[src/rtl/eff_ctrl.sv]
// Effect-selection controller: debounces three footswitches and sequences en/sel changes.
// Define EFF_CTRL_MUTE_EN to wrap each change in a sample-counted mute/settle window.
module eff_ctrl #(
    parameter int NUM_EFF      = 4,
    parameter int DEB_CYCLES   = 1_000_000,
    parameter int MUTE_SAMPLES = 64
) (
    input  logic        clk,
    input  logic        rst,
    input  logic        btn_next_i,
    input  logic        btn_prev_i,
    input  logic        btn_byp_i,
    input  logic        vld_i,
    output logic        en_o,
    output logic [15:0] sel_o,
    output logic [3:0]  idx_o,
    output logic        mute_o,
    output logic        busy_o
);
    localparam int DW = (DEB_CYCLES > 1) ? $clog2(DEB_CYCLES) : 1;
    localparam logic [DW-1:0] DEB_LAST = DW'(DEB_CYCLES - 1);

    localparam logic [1:0] S_IDLE  = 2'd0;
    localparam logic [1:0] S_APPLY = 2'd2;
`ifdef EFF_CTRL_MUTE_EN
    localparam logic [1:0] S_MUTE   = 2'd1;
    localparam logic [1:0] S_SETTLE = 2'd3;
    localparam logic [1:0] S_ENTRY  = S_MUTE;
    localparam logic [1:0] S_AFTER  = S_SETTLE;
`else
    localparam logic [1:0] S_ENTRY  = S_APPLY;
    localparam logic [1:0] S_AFTER  = S_IDLE;
`endif

    // Button vectors are ordered {byp, next, prev}, highest priority first.
    logic [2:0] raw, sync1, sync2, stable, stable_q, press;
    assign raw = {btn_byp_i, btn_next_i, btn_prev_i};

    always_ff @(posedge clk) begin
        if (rst) begin
            sync1    <= '0;
            sync2    <= '0;
            stable_q <= '0;
        end else begin
            sync1    <= raw;
            sync2    <= sync1;
            stable_q <= stable;
        end
    end

    for (genvar g = 0; g < 3; g++) begin : g_deb
        logic          st;
        logic [DW-1:0] cnt;
        always_ff @(posedge clk) begin
            if (rst) begin
                st  <= 1'b0;
                cnt <= '0;
            end else if (sync2[g] == st) begin
                cnt <= '0;
            end else if (cnt == DEB_LAST) begin
                st  <= sync2[g];
                cnt <= '0;
            end else begin
                cnt <= cnt + 1'b1;
            end
        end
        assign stable[g] = st;
    end

    // Only the rising edge of the debounced level counts as a press.
    assign press = stable & ~stable_q;

    logic [3:0] idx_inc, idx_dec;
    assign idx_inc = (idx_o == 4'(NUM_EFF - 1)) ? 4'd0 : idx_o + 4'd1;
    assign idx_dec = (idx_o == 4'd0) ? 4'(NUM_EFF - 1) : idx_o - 4'd1;

    logic [1:0] state, state_d;
    logic       pend_en;
    logic [3:0] pend_idx;

`ifdef EFF_CTRL_MUTE_EN
    localparam int CW = $clog2(MUTE_SAMPLES + 1);
    localparam logic [CW-1:0] CNT_LAST = CW'(MUTE_SAMPLES - 1);
    logic [CW-1:0] smp_cnt;
    logic          last_smp;
    assign last_smp = vld_i && (smp_cnt == CNT_LAST);
`else
    logic unused_vld;
    assign unused_vld = vld_i;
`endif

    always_comb begin
        state_d = state;
        case (state)
            S_IDLE:   if (|press) state_d = S_ENTRY;
            S_APPLY:  state_d = S_AFTER;
`ifdef EFF_CTRL_MUTE_EN
            S_MUTE:   if (last_smp) state_d = S_APPLY;
            S_SETTLE: if (last_smp) state_d = S_IDLE;
`endif
            default:  state_d = S_IDLE;
        endcase
    end

    always_ff @(posedge clk) begin
        if (rst) begin
            state    <= S_IDLE;
            busy_o   <= 1'b0;
            en_o     <= 1'b0;
            idx_o    <= 4'd0;
            sel_o    <= 16'h0001;
            pend_en  <= 1'b0;
            pend_idx <= 4'd0;
        end else begin
            state  <= state_d;
            busy_o <= (state_d != S_IDLE);
            if (state == S_IDLE && |press) begin
                if (press[2]) begin
                    pend_en  <= ~en_o;
                    pend_idx <= idx_o;
                end else if (press[1]) begin
                    pend_en  <= en_o;
                    pend_idx <= idx_inc;
                end else begin
                    pend_en  <= en_o;
                    pend_idx <= idx_dec;
                end
            end
            if (state == S_APPLY) begin
                en_o  <= pend_en;
                idx_o <= pend_idx;
                sel_o <= 16'(1) << pend_idx;
            end
        end
    end

`ifdef EFF_CTRL_MUTE_EN
    // Mute covers MUTE, APPLY and SETTLE; vld_i arriving during APPLY is not counted.
    always_ff @(posedge clk) begin
        if (rst) begin
            mute_o  <= 1'b0;
            smp_cnt <= '0;
        end else begin
            mute_o <= (state_d != S_IDLE);
            if (state == S_MUTE || state == S_SETTLE) begin
                if (vld_i) smp_cnt <= smp_cnt + 1'b1;
            end else begin
                smp_cnt <= '0;
            end
        end
    end
`else
    assign mute_o = 1'b0;
`endif

endmodule

[config.mk]
export PLATFORM = sky130hd
export DESIGN_NAME = eff_ctrl
export DESIGN_NICKNAME = d
export VERILOG_FILES = /design/src/rtl/eff_ctrl.sv
export SDC_FILE = /design/constraint.sdc
export NUM_CORES = 1
export LEC_CHECK = 0
export CORE_MARGIN = 3
export CORE_UTILIZATION = 30
export CTS_CLUSTER_DIAMETER = 120
export DETAILED_ROUTE_END_ITERATION = 10
export PLACE_DENSITY_LB_ADDON = 0.2
export SYNTH_ARGS = -nofsm -noshare
export SYNTH_HDL_FRONTEND = slang
export SYNTH_SLANG_ARGS = --single-unit
[constraint.sdc]
create_clock -name clk -period 4.3 [get_ports clk]
set_input_delay 0.645 -clock clk [delete_from_list [all_inputs] [get_ports clk]]
set_output_delay 0.645 -clock clk [all_outputs]
set_load 0.02 [all_outputs]
==> results.cfg <==
[power]
p_sw_share_pct = 20.1
clkPwrFrac_pct = 47.3
internal_power_mw = 1.46
p_leak_nw = 1.68
ir_worst_vdd_mv = 0.238
power.switching_mw = 0.367
seqPwrFrac_pct = 51.6
power_density_mw_per_mm2 = 371
comb_power_share_pct = 1.2

[cts]
cts.sinks = 101
clk_latency_ns = 0.35
cts_tree = built
ctsHoldBuffers = 0
h-tree-depth = 3
cts_buffer_depth = 2
cts.repair.resized = 0
cts-root-buf = clkbuf_16
cts_buffers = 9
cts_setup_buffers = 0
path_clk_slew_ns = 0.07

[global_route]
grt_pass1_wl_um = 14300
antenna_found_initial = 0
grt_overflow_total = 0
grt_pass1_vias = 3015
globalRouteTotalUtil_pct = 11.0
grt_start_max_net_pins = 24

[placed_design]
gp_congestion = 0.722
hpwl_um = 5470
io_buffer_count = 26

[run_status]
outcome = completed

[synth]
synth_common_cells = dfxtp_1 (101), nor2_1 (93), xor2_1 (44)
synth_edf_count = 0
yosysWarnings = 0
ys.flop_type = dfxtp_1
synth.avg_cell_area_um2 = 9.02
synth_most_common_cell = dfxtp_1
synthArstFlopShare_pct = 0
yosys.area.top_type = dfxtp_1
yosysSeqAreaShare_pct = 47.9
synthCells = 468
synth_cell_types = 47
synth_top_area_share_pct = 47.9
synth_area_leaders = dfxtp_1 (48%), xor2_1 (9.1%), nor2_1 (8.3%)
synth_seq_cells = 101
syn_area_mm2 = 0.00422

[layout]
drive_gt1_share_pct = 5.28
fin_nets = 499
regArea_mm2 = 0.00202
fillers = 1390
area_growth_pct = 16.7
multi_input_area_mm2 = 0.00206
diodes = 0

[worst_setup_path]
cp_cell_sequence = clkdlybuf4s50_1
cp_top_family = buffers and inverters
cp-end-kind = output pin
arrival_ns = 1.53
crit_path_start_kind = flop
worstSetupPathType = reg -> out
cpMaxStageDelayCell = clkdlybuf4s50_1
required_ns = 3.65
crit_buf_inv = 1
crit_fanout = 9
cpPeakStageDelay_ns = 0.67

[drt]
avgRoutedWirePerCell_um = 12.2
vias = 3097
vias_per_cell = 4.64
dr.pass1.iters = 4
drt-initial-drc-count = 213
wl_um = 8150
post-route-drc-count = 0
drtAntennaViolNets = 0

[job]
max-cap-violations = 0

[floorplanning]
start_util_pct = 31.2
die_height_um = 125
die_w_um = 125
io_pins = 29
die_area_mm2 = 0.0155
num_rows = 42
coreArea_mm2 = 0.0135

[timing]
setup_viol = 0
hold_viol = 0
layout_min_cycle_time_ns = 2.17
whs_ns = 0.437
fin_setup_tns_ns = 0
finClkSkew_ns = 0.00943
relSlewSlack_pct = 42.9
fmax_mhz = 460
tightest_slew_ns = 0.857
fin_crit_sh_pct = 50.5
rsz0062_at_grt = false
maxSlewViolCount = 0

[worst_hold_path]
min_path_type = reg -> reg
==> area by class of cell <==
| class | count | area share [%] |
|---|---|---|
| multi-input cells | 340 | 41.9 |
| inverters | 7 | 0.534 |
| well taps | 176 | 4.47 |
| flip-flops and latches | 101 | 41.1 |
| clock inverters | 6 | 1.78 |
| repair buffers | 28 | 5.59 |
| clock buffers | 10 | 4.65 |
==> sequential cells by signal, summed over array words and instances (netlist names) <==
signal,cells
g_deb.cnt,60
stable_q,3
pend_idx,4
pend_en,1
sync1,3
g_deb.st,3
state,2
sel_o,16
busy_o,1
en_o,1
idx_o,4
sync2,3
==> per-layer routing <==
metal	up-vias	part of all wire (%)	GRT usage [%]
li1	1620	-	-
met1	1433	49	13.8
met2	34	46	17.4
met3	10	3.9	4.42
met4	0	1.5	3.68
met5	-	0	0
==> path summary, 6_finish.rpt <==
check	startpoint	to	slack, ns	cells past startpoint
max	idx_o[2]	idx_o[2]	2.13	1
min	sync1[1]	sync2[1]	0.44	1
max reg2reg	g_deb[0].cnt[2]	g_deb[0].cnt[15]	2.20	5
min reg2reg	sync1[1]	sync2[1]	0.44	1
==> kinds of logic after synthesis <==
group	after synthesis	share of synthesized area (%)
simple gates	236	28.1
flops	101	47.9
xor+xnor	59	12.2
compound gates	33	5.63
buf+inv	28	3.26
fa+ha+maj	6	1.78
mux	4	0.979
other cells	1	0.0889
==> placed cells by master (no fill, tap or decap), types with 4 or more instances in the layout <==
master / count
nor3_1: 4
nand2_1: 36
nor4b_1: 5
a22oi_1: 9
a32oi_1: 4
inv_1: 7
a21oi_1: 8
clkbuf_16: 9
xor2_1: 44
xnor2_1: 15
ha_1: 6
and3_1: 11
nor2b_1: 16
clkdlybuf4s50_1: 26
and4_1: 7
nand4_1: 14
nor2_1: 93
nand3_1: 26
dfxtp_1: 101
==> through the flow <==
step                power (mW)  instance area, µm²  cells  worst slack (ns)  util (%)
finish                    1.82                4920    668              2.13      36.5
floorplan                0.978                4220    469              2.66         -
global placement         0.984                4610    652              1.73      34.1
detailed placement       0.984                4610    652              1.75      34.1
global route              1.90                4920    668              1.94      36.5
CTS                       1.86                4920    668              2.12      36.5
==> power groups by stage <==
| stage | Combinational, mW | Sequential, mW | Clock (mW) |
|---|---|---|---|
| 2_1_floorplan | 0.0155 | 0.962 | 0 |
| 3_3_place_gp | 0.0219 | 0.963 | 0 |
| 3_5_place_dp | 0.0217 | 0.963 | 0 |
| 4_1_cts | 0.0216 | 0.941 | 0.897 |
| 5_1_grt | 0.0239 | 0.941 | 0.939 |
| 6_report | 0.0210 | 0.941 | 0.862 |
Note: power is estimated with default switching activity, not from simulation.
